<file path="src/rtl/calc_pkg.sv">
// Shared encodings for the calculator keypad sequencer: FSM states,
// display-source codes, operand-save codes and key arbitration.
package calc_pkg;

  localparam logic [3:0] ST_CLEAR  = 4'd0;
  localparam logic [3:0] ST_ENTER1 = 4'd1;
  localparam logic [3:0] ST_OPSEL  = 4'd2;
  localparam logic [3:0] ST_ENTER2 = 4'd3;
  localparam logic [3:0] ST_EXEC   = 4'd4;
  localparam logic [3:0] ST_RESULT = 4'd5;
  localparam logic [3:0] ST_ERROR  = 4'd6;

  localparam logic [1:0] DISP_BLANK = 2'b00;
  localparam logic [1:0] DISP_SAVE1 = 2'b01;
  localparam logic [1:0] DISP_OPER  = 2'b10;
  localparam logic [1:0] DISP_SAVE2 = 2'b11;

  localparam logic [1:0] SAVE_NONE = 2'b00;
  localparam logic [1:0] SAVE_1    = 2'b01;
  localparam logic [1:0] SAVE_2    = 2'b11;

  typedef enum logic [2:0] {
    KEY_NONE,
    KEY_NUM,
    KEY_OP,
    KEY_EQ,
    KEY_CLR
  } key_e;

  // Only the highest-priority key of a cycle survives; the rest are dropped.
  function automatic key_e key_pick(input logic c, input logic eq,
                                    input logic op, input logic num);
    if (c)        return KEY_CLR;
    else if (eq)  return KEY_EQ;
    else if (op)  return KEY_OP;
    else if (num) return KEY_NUM;
    else          return KEY_NONE;
  endfunction

  function automatic logic st_valid(input logic [3:0] st);
    return (st <= ST_ERROR);
  endfunction

endpackage

</file>
<file path="src/rtl/calc_digit_cnt.sv">
// Per-operand digit counter: clear, load-1 for the first digit of an operand,
// increment for further digits, saturating at MAX_DIGITS.
module calc_digit_cnt #(
  parameter int MAX_DIGITS = 4,
  parameter int CNT_W      = $clog2(MAX_DIGITS + 1)
) (
  input  logic             clk,
  input  logic             resetn,
  input  logic             clr_i,
  input  logic             load1_i,
  input  logic             inc_i,
  output logic [CNT_W-1:0] cnt_o,
  output logic             at_max_o
);

  localparam logic [CNT_W-1:0] CNT_MAX = CNT_W'(MAX_DIGITS);

  logic [CNT_W-1:0] cnt_q;
  logic [CNT_W-1:0] cnt_d;

  assign at_max_o = (cnt_q == CNT_MAX);
  assign cnt_o    = cnt_q;

  always_comb begin
    cnt_d = cnt_q;
    if (clr_i) begin
      cnt_d = '0;
    end else if (load1_i) begin
      cnt_d = CNT_W'(1);
    end else if (inc_i && !at_max_o) begin
      cnt_d = cnt_q + CNT_W'(1);
    end
  end

  always_ff @(posedge clk or negedge resetn) begin
    if (!resetn) begin
      cnt_q <= '0;
    end else begin
      cnt_q <= cnt_d;
    end
  end

endmodule

</file>
<file path="src/rtl/calc_ctrl_seq.sv">
// Calculator keypad control sequencer: turns key pulses into registered
// operand/operator/ALU strobes and display selection.
//
// state  | meaning
// CLEAR  | registers zeroed, waiting for first digit
// ENTER1 | collecting digits of operand 1 (or a fresh number after result)
// OPSEL  | operator captured, may be replaced until a digit arrives
// ENTER2 | collecting digits of operand 2
// EXEC   | ALU running, counting wait cycles against the timeout
// RESULT | result shown in save1; eq repeats, op chains, num starts over
// ERROR  | ALU error or timeout; only C leaves
module calc_ctrl_seq
  import calc_pkg::*;
#(
  parameter int MAX_DIGITS  = 4,
  parameter int ALU_TIMEOUT = 16,
  localparam int CNT_W      = $clog2(MAX_DIGITS + 1)
) (
  input  logic             clk,
  input  logic             resetn,
  input  logic             num,
  input  logic             op,
  input  logic             eq,
  input  logic             C,
  input  logic             alu_done,
  input  logic             alu_err,
  output logic [1:0]       save_enable,
  output logic             op_enable,
  output logic             alu_start,
  output logic             equ_enable,
  output logic             clr_data,
  output logic [1:0]       disp_sel,
  output logic [CNT_W-1:0] digit_cnt,
  output logic             err,
  output logic [3:0]       curr_state
);

  localparam int TMO_W = $clog2(ALU_TIMEOUT + 1);
  localparam logic [TMO_W-1:0] TMO_LAST = TMO_W'(ALU_TIMEOUT - 1);

  logic [3:0]       state_q, state_d;
  logic [1:0]       save_q, save_d;
  logic             op_en_q, op_en_d;
  logic             start_q, start_d;
  logic             equ_q, equ_d;
  logic             clr_q, clr_d;
  logic [1:0]       disp_q, disp_d;
  logic             err_q, err_d;
  logic [TMO_W-1:0] tmo_q, tmo_d;

  logic             cnt_clr, cnt_load1, cnt_inc, cnt_at_max;
  key_e             key;

  calc_digit_cnt #(
    .MAX_DIGITS (MAX_DIGITS),
    .CNT_W      (CNT_W)
  ) u_digit_cnt (
    .clk      (clk),
    .resetn   (resetn),
    .clr_i    (cnt_clr),
    .load1_i  (cnt_load1),
    .inc_i    (cnt_inc),
    .cnt_o    (digit_cnt),
    .at_max_o (cnt_at_max)
  );

  always_comb begin
    key       = key_pick(C, eq, op, num);
    state_d   = state_q;
    save_d    = SAVE_NONE;
    op_en_d   = 1'b0;
    start_d   = 1'b0;
    equ_d     = 1'b0;
    clr_d     = 1'b0;
    tmo_d     = tmo_q;
    cnt_clr   = 1'b0;
    cnt_load1 = 1'b0;
    cnt_inc   = 1'b0;

    case (state_q)
      ST_CLEAR: begin
        if (key == KEY_NUM) begin
          state_d   = ST_ENTER1;
          save_d    = SAVE_1;
          cnt_load1 = 1'b1;
        end
      end
      ST_ENTER1: begin
        if (key == KEY_NUM && !cnt_at_max) begin
          save_d  = SAVE_1;
          cnt_inc = 1'b1;
        end else if (key == KEY_OP) begin
          state_d = ST_OPSEL;
          op_en_d = 1'b1;
          cnt_clr = 1'b1;
        end
      end
      ST_OPSEL: begin
        if (key == KEY_OP) begin
          op_en_d = 1'b1;
        end else if (key == KEY_NUM) begin
          state_d   = ST_ENTER2;
          save_d    = SAVE_2;
          cnt_load1 = 1'b1;
        end
      end
      ST_ENTER2: begin
        if (key == KEY_NUM && !cnt_at_max) begin
          save_d  = SAVE_2;
          cnt_inc = 1'b1;
        end else if (key == KEY_EQ) begin
          state_d = ST_EXEC;
          start_d = 1'b1;
          tmo_d   = '0;
        end
      end
      ST_EXEC: begin
        if (alu_done) begin
          state_d = alu_err ? ST_ERROR : ST_RESULT;
          equ_d   = !alu_err;
        end else if (tmo_q == TMO_LAST) begin
          state_d = ST_ERROR;
        end else begin
          tmo_d = tmo_q + TMO_W'(1);
        end
      end
      ST_RESULT: begin
        if (key == KEY_EQ) begin
          state_d = ST_EXEC;
          start_d = 1'b1;
          tmo_d   = '0;
        end else if (key == KEY_OP) begin
          state_d = ST_OPSEL;
          op_en_d = 1'b1;
          cnt_clr = 1'b1;
        end else if (key == KEY_NUM) begin
          // Starting a new number discards the previous result in one cycle.
          state_d   = ST_ENTER1;
          clr_d     = 1'b1;
          save_d    = SAVE_1;
          cnt_load1 = 1'b1;
        end
      end
      ST_ERROR: begin
      end
      default: begin
        state_d = ST_ERROR;
      end
    endcase

    if (key == KEY_CLR && st_valid(state_q)) begin
      state_d   = ST_CLEAR;
      save_d    = SAVE_NONE;
      op_en_d   = 1'b0;
      start_d   = 1'b0;
      equ_d     = 1'b0;
      clr_d     = 1'b1;
      cnt_clr   = 1'b1;
      cnt_load1 = 1'b0;
      cnt_inc   = 1'b0;
    end

    case (state_d)
      ST_ENTER1: disp_d = DISP_SAVE1;
      ST_OPSEL:  disp_d = DISP_OPER;
      ST_ENTER2: disp_d = DISP_SAVE2;
      ST_EXEC:   disp_d = disp_q;
      ST_RESULT: disp_d = DISP_SAVE1;
      default:   disp_d = DISP_BLANK;
    endcase
    err_d = (state_d == ST_ERROR);
  end

  always_ff @(posedge clk or negedge resetn) begin
    if (!resetn) begin
      state_q <= ST_CLEAR;
      save_q  <= SAVE_NONE;
      op_en_q <= 1'b0;
      start_q <= 1'b0;
      equ_q   <= 1'b0;
      clr_q   <= 1'b0;
      disp_q  <= DISP_BLANK;
      err_q   <= 1'b0;
      tmo_q   <= '0;
    end else begin
      state_q <= state_d;
      save_q  <= save_d;
      op_en_q <= op_en_d;
      start_q <= start_d;
      equ_q   <= equ_d;
      clr_q   <= clr_d;
      disp_q  <= disp_d;
      err_q   <= err_d;
      tmo_q   <= tmo_d;
    end
  end

  assign curr_state  = state_q;
  assign save_enable = save_q;
  assign op_enable   = op_en_q;
  assign alu_start   = start_q;
  assign equ_enable  = equ_q;
  assign clr_data    = clr_q;
  assign disp_sel    = disp_q;
  assign err         = err_q;

endmodule

</file>
<file path="config.mk">
export PLATFORM = sky130hd
export DESIGN_NAME = calc_ctrl_seq
export DESIGN_NICKNAME = d
export VERILOG_FILES = /design/src/rtl/calc_pkg.sv /design/src/rtl/calc_digit_cnt.sv /design/src/rtl/calc_ctrl_seq.sv
export SDC_FILE = /design/constraint.sdc
export NUM_CORES = 1
export LEC_CHECK = 0
export ABC_AREA = 0
export CAP_MARGIN = 20
export CORE_MARGIN = 2
export CORE_UTILIZATION = 45
export CTS_CLUSTER_DIAMETER = 40
export DETAILED_ROUTE_END_ITERATION = 10
export GPL_TIMING_DRIVEN = 0
export PLACE_DENSITY = 0.77
export SLEW_MARGIN = 10
export SYNTH_ARGS = -nofsm -noshare
export SYNTH_HDL_FRONTEND = slang
export SYNTH_SLANG_ARGS = --single-unit
</file>
<file path="constraint.sdc">
create_clock -name clk -period 2.22 [get_ports clk]
set_input_delay 0.444 -clock clk [delete_from_list [all_inputs] [get_ports clk]]
set_output_delay 0.444 -clock clk [all_outputs]
set_load 0.05 [all_outputs]
</file>
==> run metrics <==
RSZ-0062 raised after global routing=no; Net Count, Synth=128; routed vias/inst=5.65; clk_lat worst skew=310 ps; Slew @ Worst Pin=918 ps; Syn-to-layout area delta=26.7%; startpoint types=input port; endpoints failing hold=0; Arr. time, crit path=2340 ps; total number of vias=978; Hold Crit Depth=2; total chip power=0.865 mW; worst setup margin=71.5 ps; largest net degree at the start of global routing=22; ANT cells=0; worst hold endpoint=tmo_q[4]; Final setup violation count=0; CTS Buffer Depth=2; Clock transition at path regs=120 ps; flop2flop setup slack=170 ps; Post-DRT Antenna Nets=0; kind of critical path=in2reg; Reg2Reg Depth=8; peak supply drop=0.365 mV; fin crit period=2150 ps; Async S/R FF share, synth=1.00; Die Height=54.3 um; initial core utilization=0.468; WP data required=2420 ps; placed wire-length estimate=1.80 mm; crit-path max FO=3; EDFF count, synth=0; flops & latches, synth=21; GRT Total Usage=0.190; post-synthesis cell area=1140 sq um; max-slew violations=0; vias in the first global route=934; Max Clock Freq=465 MHz; Unique masters post-synth=44; postcts setup bufs=0; Ys Warns=0; TritonCTS Buffers=3; gpl congestion=0.822; setup_tns=0 ps; most frequent cells in the layout=dfrtp_1 (21), clkdlybuf4s50_1 (21), nor2_1 (16); die extent in x=54.3 um; I/O Buffers=23; initial DRC count=22; drt first pass iters=4; Hold WC Path Type=reg2reg; min-delay src=tmo_q[4]; Mean Syn Cell Area=9.80 sq um; Routed WL per cell=13.9 um; status=finished, final reports clean; sequential area share after synthesis=0.462; Clock Sinks=21; top-area cell type share of the netlist area=0.462; R2R Path End=disp_sel[1]; fraction of layout cells with a size suffix above 1=0.119; drt drc=0; first-pass GRT wire length=4.05 mm; initial antenna violation count=0; Max Cap Viol=0; number of cell rows=18; CP Capture Type=flop; clock skew=6.49 ps; CTS tree=built; Tcrit/Tclk final=0.968; root buffer cell=clkbuf_4; total congestion overflow=0; crit path from=C; Setup WS pre-CTS=-324 ps; Leakage=0.648 nW; die area=2950 sq um; power per cell area=600 nW/um^2; R2R Path Start=tmo_q[0]; synth top area cells=dfrtp_1 (46%), nor2_1 (5.3%), ha_1 (4.4%), nand2_1 (2.6%), xor2_1 (2.3%); hold_buf cts=0; WL final=2.41 mm; cells after synthesis=116; worst hold slack=507 ps; Yosys top cell by area=dfrtp_1; fin nets=156; Max-slew headroom=0.386; Core Area=2430 sq um; ys flop type=dfrtp_1; Boundary Pins=24; H-tree levels=1
## routing by layer
layer | global-route usage | vias to the layer above | wire length, um
met5 | 0 | - | 0
met4 | 0.0917 | 0 | 39
met3 | 0.0328 | 5 | 135
met2 | 0.309 | 35 | 1210
met1 | 0.245 | 470 | 1030
li1 | - | 468 | -
## report_power, final
part           internal (mW)  switching, mW
Combinational         0.0901          0.122
Clock                 0.0702          0.117
Sequential             0.429         0.0367
Total                  0.589          0.275
## worst max-delay path, stage by stage
cell and delay, ps:
clkdlybuf4s50_1 420, or4b_4 570, or4b_1 480, a21oi_1 150, o311a_2 200, o32ai_1 80
## through the flow
| stage | util | std cells | area, sq um |
|---|---|---|---|
| 2_1_floorplan | - | 116 | 1140 |
| 3_3_place_gp | 0.578 | 169 | 1410 |
| 3_5_place_dp | 0.578 | 169 | 1410 |
| 4_1_cts | 0.588 | 173 | 1430 |
| 5_1_grt | 0.593 | 173 | 1440 |
| 6_report | 0.593 | 173 | 1440 |
## cell usage after synthesis, drive strengths merged (2+ instances only)
master	n
a21oi	4
a31oi	2
and2	2
and3	3
buf	4
dfrtp	21
ha	4
inv	4
mux2	2
nand2	8
nand3	4
nand4	4
nor2	16
nor2b	2
nor3	3
nor4b	2
o21ai	3
or4b	3
xnor2	2
xor2	3
## worst max path at each step
stage	depth (start not counted)	slack (ps)	end
2_1_floorplan	4	180	tmo_q[0]
6_report	6	70	disp_sel[1]
3_5_place_dp	6	-320	disp_sel[1]
3_3_place_gp	6	-310	disp_sel[1]
5_1_grt	6	10	disp_sel[1]
4_1_cts	6	9	disp_sel[1]
## registers in the layout, summed over array words and instances (netlist names)
register / count
tmo_q: 5
save_enable: 2
disp_sel: 2
op_enable: 1
u_digit_cnt.cnt_o: 3
err: 1
curr_state: 4
equ_enable: 1
clr_data: 1
alu_start: 1
## cell families (layout without fill, tap and decap cells)
logic type	count (synthesis)	in the layout	share of synthesized area
buffers and inverters	9	36	0.0341
muxes	3	3	0.0286
and+or+nand+nor	53	53	0.268
other	1	1	0.00330
AOI/OAI and AO/OA	20	20	0.121
DFF	21	21	0.462
adders and majority gates	4	4	0.0440
xor gates and xnor gates	5	5	0.0385
## final cells by class
| class | instances | area (sq um) |
|---|---|---|
| repair buffers | 23 | 235 |
| inverters | 4 | 15.0 |
| plain buffers | 5 | 23.8 |
| flip-flops and latches | 21 | 526 |
| fillers | 233 | 991 |
| clock buffers | 4 | 26.3 |
| multi-input cells | 86 | 578 |
| well taps | 30 | 37.5 |
## repair_timing
| item | 4_1_cts | 5_1_grt |
|---|---|---|
| endpoints found under the setup margin | 0 | 5 |
| hold endpoints to repair | 0 | 0 |
| gates resized for setup | 0 | 3 |
(Power assumes the default switching activity.)
==> variant (same settings) <==
The output `err` loses its register stage (`err_q` becomes a continuous assignment).
--- a/src/rtl/calc_ctrl_seq.sv
+++ b/src/rtl/calc_ctrl_seq.sv
@@ -180,7 +180,6 @@
       equ_q   <= 1'b0;
       clr_q   <= 1'b0;
       disp_q  <= DISP_BLANK;
-      err_q   <= 1'b0;
       tmo_q   <= '0;
     end else begin
       state_q <= state_d;
@@ -190,10 +189,11 @@
       equ_q   <= equ_d;
       clr_q   <= clr_d;
       disp_q  <= disp_d;
-      err_q   <= err_d;
       tmo_q   <= tmo_d;
     end
   end
+
+  assign err_q = err_d;
 
   assign curr_state  = state_q;
   assign save_enable = save_q;
Function: changed (a bounded check fails within 10 cycles, from zero or initial values and one cycle with resetn low).
==> variant against the original RTL <==
  * Synthesized cell count fell by 1.7%
  * Non-clock buffer count rose by 5
  * Total power rose by 0.38%
  * Clock power fell by 6%
  * Synthesized area fell by 0.44%
  * Sequential cell count fell by 1
  * The flow now finishes with violations (setup timing)
  * Wire length rose by 16%
  * Design area rose by 6.2%
  * Worst setup slack got worse by 0.38 ns
  * Critical path type is now in -> out
==> variant: results (changes against the original RTL) <==
Power
  – Part of the power in registers: 49.9% (was 53.9%)
  – Int Power: 0.000584 W (was 0.000589 W)
  – Pwr/cell area: 567 nW/um^2 (was 600 nW/um^2)
  – Max IR drop VDD: 0.000439 V (was 0.000365 V)
  – Comb power frac: 29.9% (was 24.5%)

Global routing
  – Global-route wire length before repair: 4200 um (was 4050 um)
  – Largest net degree at the start of global routing: 21 (was 22)
  – Met3 usage: 3.89% (was 3.28%)
  – Vias in the first global route: 974 (was 934)
  – Met2 usage: 36.1% (was 30.9%)
  – Met1 usage: 21.7% (was 24.5%)
  – Overall Global Routing Usage: 20.2% (was 19.0%)

Cells and area
  – Inverters: 8 (was 4)
  – #MultiIn Comb: 82 (was 86)
  – Post-Layout Cell Count: 176 (was 173)
  – Layout area overhead: 35.1% (was 26.7%)
  – Clk tree area frac: 1.47% (was 1.82%)
  – Fillers: 208 (was 233)
  – Final std cell area, no fill: 1530 sq um (was 1440 sq um)
  – NonClk Buf Share: 20.4% (was 18.0%)
  – Multi-input logic portion of the cell area: 41.0% (was 40.1%)
  – Non-clock buffer count: 33 (was 28)
  – Share of cells above drive strength 1: 22.6% (was 11.9%)

Status
  – Failing checks: setup timing
  – Status: complete, but fails checks (was finished, final reports clean)

Timing
  – Slew HR: 40.0% (was 38.6%)
  – Final WS setup: -0.306 ns (was 0.0715 ns)
  – Endpoints failing setup: 1 (was 0)
  – Clock skew: 0.00250 ns (was 0.00649 ns)

Yosys
  – Sequential area share after synthesis: 44.2% (was 46.2%)
  – Flops & latches, synth: 20 (was 21)
  – Synth area leaders: dfrtp_1, nor2_1, ha_1, mux2i_1, and3_1 (was dfrtp_1, nor2_1, ha_1, nand2_1, xor2_1)
  – Most frequent cells after synthesis: dfrtp_1, nor2_1, inv_1, and3_1, nand2_1 (was dfrtp_1, nor2_1, nand2_1)
  – Gate Count Post-Synth: 114 (was 116)

Drt
  – Drt wl/cell: 15.9 um (was 13.9 um)
  – Vias/cell: 5.68 (was 5.65)
  – Detail Route met2 WL: 1500 um (was 1210 um)
  – Routed length on met1: 1130 um (was 1030 um)
  – Met3 WL: 115 um (was 135 um)

Placed design
  – GP Congestion: 0.932 (was 0.822)
  – Hpwl dp: 1880 um (was 1800 um)
  – Dpl ws: -1.01 ns (was -0.324 ns)
  – DP Cell Count: 166 (was 169)

Critical path
  – Delay-heaviest family, CP: buffers and inverters (was simple AND/OR/NAND/NOR gates)
  – Critical path fanouts, max: 6 (was 3)
  – CP max-delay cell: clkdlybuf4s50_1 (was or4b_4)
  – CP arrival: 2.08 ns (was 2.34 ns)
  – Worst R2R Setup Slack: 0.09 ns (was 0.17 ns)

CTS
  – Worst skew pair latency: 0.29 ns (was 0.31 ns)
-- variant: changes by cell type in the layout (fill, tap and decap cells not counted), sizes merged, moves of 3 or more --
cell	delta
and3	+3
buf	+8
inv	+4
mux2i	+3
nor3	+5
-- variant: repair_timing --
item                                    CTS  global route
endpoints found under the setup margin    1             1
buffers inserted                          5             2
gates resized for setup                  14             3
pin swaps                                 6             3
hold buffers                              0             0
-- variant: how the worst max path moves through the flow --
stage,startpoint,cells past startpoint,endpoint
2_1_floorplan,curr_state[2],5,err
3_3_place_gp,eq,6,err
3_5_place_dp,eq,6,err
4_1_cts,tmo_q[0],8,err
5_1_grt,tmo_q[0],8,err
6_report,eq,6,err
-- variant: cell families (layout without fill, tap and decap cells) --
family	after synthesis	in the layout	share of synthesized area (%)
compound gates	17	17	11.2
xor+xnor	5	5	3.87
fa+ha+maj	4	4	4.42
buf+inv	12	44	5.64
flops	20	20	44.2
mux	5	5	4.53
other cells	1	1	0.331
simple gates	50	50	25.9
